`src/rtl/secuenciador_transacciones_rtc.sv`:
```
// Sequencer that expands one host read/write request into a burst of single-register
// RTC bus transactions, driving the control-signal generator and the shared AD bus.
module secuenciador_transacciones_rtc #(
   parameter int unsigned N_REG      = 6,
   parameter logic [7:0]  ADDR_BASE  = 8'h21,
   parameter logic [7:0]  CMD_ADDR   = 8'hF0,
   parameter logic [7:0]  CMD_DATA   = 8'hF0,
   parameter int unsigned GAP_CYCLES = 4,
   parameter int unsigned TIMEOUT    = 63
) (
   input  logic                 clk,
   input  logic                 reset,
   input  logic                 start,
   input  logic                 rw_mode,
   input  logic [8*N_REG-1:0]   data_wr,
   output logic [8*N_REG-1:0]   data_rd,
   output logic                 busy,
   output logic                 done,
   output logic                 error,
   output logic                 en_funcion,
   output logic                 in_escribir_leer,
   input  logic                 flag_done,
   input  logic                 out_flag_capturar_dato,
   input  logic                 out_direccion_dato,
   output logic [7:0]           ad_out,
   output logic                 ad_oe,
   input  logic [7:0]           ad_in
);

   localparam int DW = 8 * N_REG;
   localparam int CW = $clog2(TIMEOUT + 1);
   localparam int GW = $clog2(GAP_CYCLES + 1);

   typedef enum logic [2:0] {
      S_IDLE, S_CMD, S_SETUP, S_WAIT_DONE, S_GAP, S_FINISH, S_ABORT
   } state_t;

   state_t          state_q, state_d;
   logic            rw_q, rw_d;
   logic [DW-1:0]   data_wr_q, data_wr_d;
   logic [2:0]      idx_q, idx_d;
   logic            is_cmd_q, is_cmd_d;
   logic [7:0]      addr_q, addr_d;
   logic [7:0]      wdata_q, wdata_d;
   logic            dir_q, dir_d;
   logic            en_q, en_d;
   logic            busy_q, busy_d;
   logic [CW-1:0]   cnt_q, cnt_d;
   logic [GW-1:0]   gap_q, gap_d;
   logic [DW-1:0]   shadow_q, shadow_d;
   logic [DW-1:0]   data_rd_q, data_rd_d;
   logic            load_txn;
   logic [2:0]      txn_idx;

   always_ff @(posedge clk) begin
      if (reset) begin
         state_q   <= S_IDLE;
         rw_q      <= 1'b0;
         data_wr_q <= '0;
         idx_q     <= '0;
         is_cmd_q  <= 1'b0;
         addr_q    <= '0;
         wdata_q   <= '0;
         dir_q     <= 1'b0;
         en_q      <= 1'b0;
         busy_q    <= 1'b0;
         cnt_q     <= '0;
         gap_q     <= '0;
         shadow_q  <= '0;
         data_rd_q <= '0;
      end else begin
         state_q   <= state_d;
         rw_q      <= rw_d;
         data_wr_q <= data_wr_d;
         idx_q     <= idx_d;
         is_cmd_q  <= is_cmd_d;
         addr_q    <= addr_d;
         wdata_q   <= wdata_d;
         dir_q     <= dir_d;
         en_q      <= en_d;
         busy_q    <= busy_d;
         cnt_q     <= cnt_d;
         gap_q     <= gap_d;
         shadow_q  <= shadow_d;
         data_rd_q <= data_rd_d;
      end
   end

   always_comb begin
      state_d   = state_q;
      rw_d      = rw_q;
      data_wr_d = data_wr_q;
      idx_d     = idx_q;
      is_cmd_d  = is_cmd_q;
      addr_d    = addr_q;
      wdata_d   = wdata_q;
      dir_d     = dir_q;
      cnt_d     = cnt_q;
      gap_d     = gap_q;
      shadow_d  = shadow_q;
      data_rd_d = data_rd_q;
      load_txn  = 1'b0;
      txn_idx   = idx_q;

      case (state_q)
         S_IDLE: begin
            if (start) begin
               rw_d      = rw_mode;
               data_wr_d = data_wr;
               idx_d     = '0;
               state_d   = rw_mode ? S_SETUP : S_CMD;
            end
         end
         S_CMD: begin
            addr_d   = CMD_ADDR;
            wdata_d  = CMD_DATA;
            dir_d    = 1'b1;
            is_cmd_d = 1'b1;
            cnt_d    = '0;
            state_d  = S_WAIT_DONE;
         end
         S_SETUP: begin
            load_txn = 1'b1;
            state_d  = S_WAIT_DONE;
         end
         S_WAIT_DONE: begin
            // flag_done has priority over the timeout terminal count
            if (flag_done) begin
               cnt_d   = '0;
               gap_d   = '0;
               state_d = S_GAP;
            end else if (cnt_q == CW'(TIMEOUT - 1)) begin
               cnt_d   = '0;
               state_d = S_ABORT;
            end else begin
               cnt_d = cnt_q + 1'b1;
            end
         end
         S_GAP: begin
            // The last gap cycle also loads the next transaction, so en_funcion
            // stays low for exactly GAP_CYCLES cycles between transactions.
            if (gap_q == GW'(GAP_CYCLES - 1)) begin
               gap_d = '0;
               if (is_cmd_q) begin
                  idx_d    = '0;
                  txn_idx  = '0;
                  load_txn = 1'b1;
                  state_d  = S_WAIT_DONE;
               end else if (idx_q == 3'(N_REG - 1)) begin
                  if (!rw_q) data_rd_d = shadow_q;
                  state_d = S_FINISH;
               end else begin
                  idx_d    = idx_q + 3'd1;
                  txn_idx  = idx_q + 3'd1;
                  load_txn = 1'b1;
                  state_d  = S_WAIT_DONE;
               end
            end else begin
               gap_d = gap_q + 1'b1;
            end
         end
         S_FINISH: state_d = S_IDLE;
         S_ABORT:  state_d = S_IDLE;
         default:  state_d = S_IDLE;
      endcase

      if (load_txn) begin
         addr_d   = ADDR_BASE + {5'd0, txn_idx};
         wdata_d  = data_wr_q[{txn_idx, 3'b000} +: 8];
         dir_d    = rw_q;
         is_cmd_d = 1'b0;
         cnt_d    = '0;
      end

      // Read data is valid whenever the generator is in the data phase but not asking us to drive
      if (state_q == S_WAIT_DONE && !is_cmd_q && !rw_q && out_direccion_dato && !ad_oe)
         shadow_d[{idx_q, 3'b000} +: 8] = ad_in;
   end

   assign en_d   = (state_d == S_WAIT_DONE);
   assign busy_d = (state_d == S_WAIT_DONE) || (state_d == S_GAP) ||
                   (state_d == S_FINISH) || (state_d == S_ABORT);

   assign en_funcion       = en_q;
   assign in_escribir_leer = dir_q;
   assign busy             = busy_q;
   assign done             = (state_q == S_FINISH);
   assign error            = (state_q == S_ABORT);
   assign data_rd          = data_rd_q;
   assign ad_oe            = en_q & out_flag_capturar_dato;
   assign ad_out           = out_direccion_dato ? wdata_q : addr_q;

endmodule
```
`config.mk`:
```
export PLATFORM = sky130hd
export DESIGN_NAME = secuenciador_transacciones_rtc
export DESIGN_NICKNAME = d
export VERILOG_FILES = /design/src/rtl/secuenciador_transacciones_rtc.sv
export SDC_FILE = /design/constraint.sdc
export NUM_CORES = 1
export LEC_CHECK = 0
export ABC_AREA = 1
export CORE_ASPECT_RATIO = 1.5
export CORE_MARGIN = 8
export CORE_UTILIZATION = 68
export CTS_BUF_LIST = sky130_fd_sc_hd__clkbuf_16
export DETAILED_ROUTE_END_ITERATION = 8
export DONT_BUFFER_PORTS = 1
export GPL_TIMING_DRIVEN = 0
export PLACE_DENSITY = 0.84
export SLEW_MARGIN = 20
export SYNTH_ARGS = -nofsm -noshare
export SYNTH_HDL_FRONTEND = slang
export SYNTH_SLANG_ARGS = --single-unit
```
`constraint.sdc`:
```
create_clock -name clk -period 4.2 [get_ports clk]
set_input_delay 0.84 -clock clk [delete_from_list [all_inputs] [get_ports clk]]
set_output_delay 0.84 -clock clk [all_outputs]
set_load 0.01 [all_outputs]
```
# Word level (Yosys, flattened, before mapping)
# Index checks and enable logic that the tools add are counted.
# W data, S select, Z words.
[word_totals]
ff_bits = 180
in_bits = 63
output_inout_bits = 62
elab_cells = 92
[op_classes]
add_sub_neg = 5
eq_ne = 15
n_shift = 3
n_mux = 31
bitwise = 3
reduce_logical = 21
[ops]
columns = ["op", "count"]
rows = [
  ["$bwmux W48", 1],
  ["$shift A8 B8 Y48 const A", 1],
  ["$shiftx A48 B7 Y8", 1],
  ["$shiftx A8 B8 Y48", 1],
  ["$mux W3", 13],
  ["$mux W8", 4],
  ["$eq A3 B3 Y1 const B", 7],
  ["$eq A3 B2 Y1 const B", 4],
  ["$mux W6", 2],
  ["$pmux W3 S2", 2],
  ["$pmux W3 S4", 1],
  ["$pmux W6 S2", 1],
  ["$neg A6 Y8", 1],
  ["$reduce_bool A2 Y1", 4],
  ["$add A6 B3 Y7 const A", 1],
  ["$add A3 B1 Y3 const B", 2],
  ["$add A6 B1 Y6 const B", 1],
  ["$eq A6 B6 Y1 const B", 1],
  ["$reduce_and A2 Y1", 3],
  ["$mux W1", 5],
  ["$reduce_and A5 Y1", 1],
  ["$logic_and A1 B1 Y1", 4],
  ["$ne A2 B2 Y1 const B", 2],
  ["$reduce_or A2 Y1", 2],
  ["8 further kinds", 13],
]

# Longest topological paths before layout
# Gate-level depths: netlist (run 1).
[depth]
ltp_word = 9
ltp_mapped = 14
depth_no_buf = 13

# Worst setup path before layout (run 1)
# Ideal clock, no wire load.
[synth_path]
path_type = "in2out"
from = "input out_direccion_dato"
to = "output ad_out[6]"
arrival_time_ps = 1525
required_ps = 3360
slack_ps = 1835
cell_stages = 3
n_path_buf = 1
cell_sequence = "clkbuf_1 -> inv_1 -> o21ai_0"
[synth_via]
elab_chain_len = 1
[synth_rtl]
columns = ["item", "line_no", "rtl"]
rows = [
  ["start: declaration", "24", "input logic out_direccion_dato,"],
  ["$mux W8", "191", "assign ad_out = out_direccion_dato ? wdata_q : addr_q;"],
  ["end: declaration", "25", "output logic [7:0] ad_out,"],
]
# No other way between the ends.

# Worst setup path in the final report (run 1)
# Ends and elaborated chain as after synthesis.

==> out/metrics.yaml, run 1 <==
outcome: "complete, no violations"
ys_types: 40
portBuffers: 0
yosysTopAreaCell: "dfxtp_1"
root_buffer: "clkbuf_16"
fin_nets: 1078
firstDrtPassIters: 5
syn_area_per_cell_sq_um: 7.43
final_cell_count_no_fill: 1161
whs_endpoint: "data_wr_q[43]"
synth_async_sr_flop_share_pct: 0
grt_pass1_vias: 6486
drv_slew: 0
finalCritPeriodShare_pct: 67.9
gr-max-usage-layer: "met2"
start_kind: "input pin"
ir_drop_v: 0.000346
placedCellCount: 1130
use_met2_pct: 50.3
ys_seq_area_share_pct: 48.7
netlist_area_sq_um: 7320
drt_iter0_drc: 387
finClkSkew_ns: 0.00790
syn_nets: 1059
cts_htree_levels: 4
endpoint_kind: "primary output"
die_w_um: 101
placed_area_sq_um: 7500
crit_type: "input pin to primary output"
finalSetupViolations: 0
use_met3_pct: 9.02
grt_first_pass_wirelength_um: 31800
antenna_found_initial: 0
reg2reg_depth: 11
rsz0062_at_grt: "no"
hold_path_class: "flip-flop to flip-flop"
cts_sinks: 178
fillers: 826
io_pins: 125
cts_buffer_depth: 2
yosysMostFrequentCell: "dfxtp_1"
ant_nets: 0
dr_total_vias: 6724
pwr_density_cell_nw_per_um2: 508
cts_tree: "yes"
synth_edf_count: 0
clkLatencyLatePin_ns: 0.43
p_leak_nw: 3.28
groute.usage.overall_pct: 28.6
min_from: "data_wr_q[43]"
reg2reg_slack_ns: 1.58
grtUsageMet1_pct: 27.9
drc: 0
netlist_instances: 986
via_per_inst: 5.79
post-cts-setup-buffers: 0
overflow: 0
syn_to_final_growth_pct: 10.4
cts_buffers: 17
tightest_slew_ns: 0.658
min_period_ns: 2.85
avgRoutedWirePerCell_um: 17.2
drive_above_1_share_pct: 8.26
yosysWarnings: 0
synthFlopType: "dfxtp_1"
initial_utilization_pct: 69.5
timing.rr.start: "idx_q[0]"
dieArea_sq_um: 14400
row_count: 46
hold_viol: 0
post-dp-hpwl_um: 14900
r2r_end: "shadow_q[36]"
num_antenna_cells: 0
die_h_um: 143
grt_max_degree: 17
crit_arrival_ns: 2.01
max-cap-violations: 0
crit_required_ns: 3.36
ctsResizeCount: 0
yosys-top-cells-area: "dfxtp_1 49%, o21ai_0 9.7%, nor2_1 8.7%, a21oi_1 7.1%, nand2_1 6.4%"
synth_top_area_share_pct: 48.7
ys_seq_elements: 178
core_area_sq_um: 10500
critPathMaxFanout: 10
hold_buffers: 0
fin_area_sq_um: 8080
timing.fmax_mhz: 350
fin_setup_tns_ns: 0
slew_headroom_pct: 56.1
hold_depth: 2
drt-total-wl_um: 20000
gp_congestion: 0.996
synth_common_cells: "178 x dfxtp_1, 170 x nor2_1, 142 x o21ai_0"
clkTransAtPathRegs_ns: 0.06
==> where the power goes <==
part | total (mW) | internal, mW | switching (mW)
logic | 0.611 | 0.182 | 0.430
clock network | 1.57 | 0.882 | 0.686
registers | 1.93 | 1.85 | 0.0836
total | 4.11 | 2.91 | 1.20
==> through the flow <==
stage | hold slack, ns | setup WS [ns] | total power [mW] | util [%]
2_1_floorplan | 0.429 | 1.84 | 2.39 | -
3_3_place_gp | 0.439 | 1.42 | 2.54 | 71.3
3_5_place_dp | 0.444 | 1.41 | 2.57 | 71.3
4_1_cts | 0.454 | 1.40 | 4.10 | 76.8
5_1_grt | 0.467 | 1.26 | 4.27 | 76.8
6_report | 0.457 | 1.35 | 4.11 | 76.8
==> logic make-up after synthesis <==
group,after synthesis,synth area share (%)
flip-flops,178,48.7
AO/OA/AOI/OAI,264,18.5
adder cells (fa/ha/maj),10,1.71
buffers and inverters,154,8.75
XOR/XNOR,3,0.359
AND/OR/NAND/NOR,377,22.0
==> registers in the layout, indices dropped and copies added, names as in the netlist, 3 cells and up <==
name and count:
addr_q 6, cnt_q 6, data_rd 48, data_wr_q 48
gap_q 3, idx_q 3, shadow_q 48, state_q 3
wdata_q 8
==> layout by cell type, fill, tap and decap left out, types with 10 or more instances in the layout <==
| cell type | count |
|---|---|
| a21oi_1 | 104 |
| buf_2 | 18 |
| clkbuf_1 | 26 |
| clkbuf_16 | 17 |
| dfxtp_1 | 178 |
| ha_1 | 10 |
| inv_1 | 90 |
| inv_2 | 10 |
| nand2_1 | 124 |
| nand3_1 | 47 |
| nor2_1 | 170 |
| o21ai_0 | 142 |
==> cell type report <==
| type | instances | area (sq um) | share of cell area (%) |
|---|---|---|---|
| Inverter | 103 | 389 | 4.81 |
| Clock buffer | 17 | 425 | 5.26 |
| Multi-Input combinational cell | 654 | 3120 | 38.6 |
| Clock inverter | 14 | 154 | 1.90 |
| Sequential cell | 178 | 3560 | 44.1 |
| Buffer | 51 | 251 | 3.11 |
| Tap cell | 144 | 180 | 2.23 |
==> worst max-delay path, stage by stage <==
cell and delay (ns):
clkbuf_1 0.44, inv_1 0.26, o21ai_0 0.46
==> worst max-delay path by stage <==
stage	startpoint	to	slack (ns)	depth (start not counted)
floorplan	out_direccion_dato	ad_out[6]	1.84	3
global placement	out_direccion_dato	ad_out[6]	1.42	3
detailed placement	out_direccion_dato	ad_out[6]	1.41	3
CTS	out_direccion_dato	ad_out[6]	1.40	3
global route	out_direccion_dato	ad_out[6]	1.26	3
finish	out_direccion_dato	ad_out[6]	1.35	3
==> metal layers <==
metal | part of all wire (%) | wire length [um] | up-vias
met5 | 0 | 0 | -
met4 | 5.8 | 1160 | 0
met3 | 9.2 | 1830 | 84
met2 | 51 | 10200 | 321
met1 | 34 | 6840 | 3067
li1 | - | - | 3252
(Power assumes the default switching activity.)
==> run 2, diff against run 1 <==
Settings changed: CORE_UTILIZATION 68 to 57, PLACE_DENSITY 0.84 to 0.75.
Clock period 4.2 ns to 2.5 ns, I/O delays scaled along.
==> run 2 against run 1 <==
- utilization fell by 12 points
- hold slack got worse by 0.22 ns
- non-clock buffer count did not move
- clock power rose by 62%
- sequential share of layout area fell by 0.053 points
- setup slack got worse by 1.2 ns
- wire length fell by 2.1%
- first-iteration DRC count fell by 16%
- sequential power rose by 68%
- highest routed layer unchanged
==> out/metrics.yaml, run 2 (synthesis gave the netlist of run 1 again) <==
outcome: "complete, no violations"
pwr-share-comb_pct: 14.9
placedCellCount: 1142
post-dp-hpwl_um: 14900
layout_common_cells: "177 x dfxtp_1, 169 x nor2_1, 141 x o21ai_0"
p_switching_mw: 2.07
use_met3_pct: 6.36
p_leak_nw: 3.26
row_count: 50
hold_ws_ns: 0.238
cts_htree_levels: 4
gp_congestion: 0.974
antenna_found_initial: 0
clkLatencyLatePin_ns: 0.43
post-cts-setup-buffers: 0
fin_nets: 1078
gr-max-usage-layer: "met2"
io_pins: 125
ir_drop_v: 0.000452
groute.usage.overall_pct: 23.3
clkTransAtPathRegs_ns: 0.07
die_h_um: 155
cts_buffers: 17
grt_max_degree: 19
hold_depth: 2
pwr_density_cell_nw_per_um2: 839
finalSetupViolations: 0
reg2reg_depth: 11
endpoint_kind: "flip-flop"
firstDrtPassIters: 5
hold_viol: 0
tightest_slew_ns: 0.708
num_antenna_cells: 0
finalCritPeriodShare_pct: 94.2
grt_first_pass_wirelength_um: 30800
drive_above_1_share_pct: 8.45
root_buffer: "clkbuf_16"
fillers: 1138
final_cell_count_no_fill: 1174
final_util_pct: 64.7
internal_power_mw: 4.72
ant_nets: 0
dieArea_sq_um: 16800
overflow: 0
min_period_ns: 2.35
cts_buffer_depth: 2
timing.fmax_mhz: 425
initial_utilization_pct: 58.5
drc: 0
cts_sinks: 178
via_per_inst: 5.54
p_clk_share_pct: 37.4
drt_iter0_drc: 325
drv_slew: 0
rsz0062_at_grt: "no"
use_met2_pct: 41.6
cts_tree: "yes"
syn_to_final_growth_pct: 10.5
critPathMaxFanout: 10
grtUsageMet1_pct: 22.7
portBuffers: 0
slew_headroom_pct: 52.4
seq_power_share_pct: 47.7
core_area_sq_um: 12500
crit_required_ns: 2.81
die_w_um: 109
hold_path_class: "input pin to flip-flop"
max-cap-violations: 0
grt_pass1_vias: 6347
crit_type: "flip-flop to flip-flop"
switching_share_pct: 30.5
finClkSkew_ns: 0.0116
crit_arrival_ns: 2.66
avgRoutedWirePerCell_um: 16.7
final_common_cell: "dfxtp_1"
dr_total_vias: 6501
drt-total-wl_um: 19600
start_kind: "flip-flop"
## run 2: final cells by class
type                       count  area [sq um]  share of cell area, %
clock buffer                  17           425                   5.25
sequential                   178          3560                   44.0
inverter                     103           389                   4.81
buffer                        51           251                   3.11
clock inverter                15           143                   1.76
tap                          156           195                   2.41
multi-input combinational    654          3130                   38.6
## run 2: what timing repair did
item / CTS / global route
pin swaps: 0 / 0
setup endpoints to repair: 3 / 5
hold buffers: 0 / 0
resized for setup: 1 / 3
## run 2: path summary, 6_finish.rpt
path | startpoint | endpoint | slack (ns)
worst min register to register | data_wr_q[27] | data_wr_q[27] | 0.45
worst min-delay path | data_wr[8] | data_wr_q[8] | 0.24
worst max register to register | idx_q[1] | shadow_q[39] | 0.15
worst max-delay path | idx_q[1] | shadow_q[39] | 0.15
## run 2: per-layer routing
layer / share of wire [%] / routed length (um)
met1: 36 / 7040
met2: 52 / 10300
met3: 6.5 / 1270
met4: 5.2 / 1020
met5: 0 / 0
## run 2: through the flow
step / instance area [sq um] / worst slack (ns) / power (mW) / TNS, ns
after floorplan: 7320 / 0.379 / 4.02 / 0
after global placement: 7520 / -0.0452 / 4.28 / -0.0802
after detailed placement: 7520 / -0.0903 / 4.30 / -0.228
after CTS: 8090 / 0.0359 / 6.82 / 0
after global routing: 8100 / 0.0225 / 7.09 / 0
final: 8100 / 0.145 / 6.80 / 0
## run 2: power by group through the flow
stage / clock network [mW] / logic [mW] / registers [mW]
floorplan: 0 / 0.754 / 3.26
global placement: 0 / 0.987 / 3.30
CTS: 2.57 / 1.01 / 3.24
finish: 2.55 / 1.01 / 3.24
global route: 2.68 / 1.15 / 3.26
detailed placement: 0 / 1.00 / 3.30
## run 2: critical path, stage by stage, from the launching register on
cell and delay, ns:
dfxtp_1 0.44, inv_1 0.13, ha_1 0.20, ha_1 0.30, inv_2 0.07, nor2_4 0.15, inv_1 0.06, nor2_1 0.14
nand3_1 0.18, buf_2 0.24, o21ai_0 0.27, a21oi_1 0.07
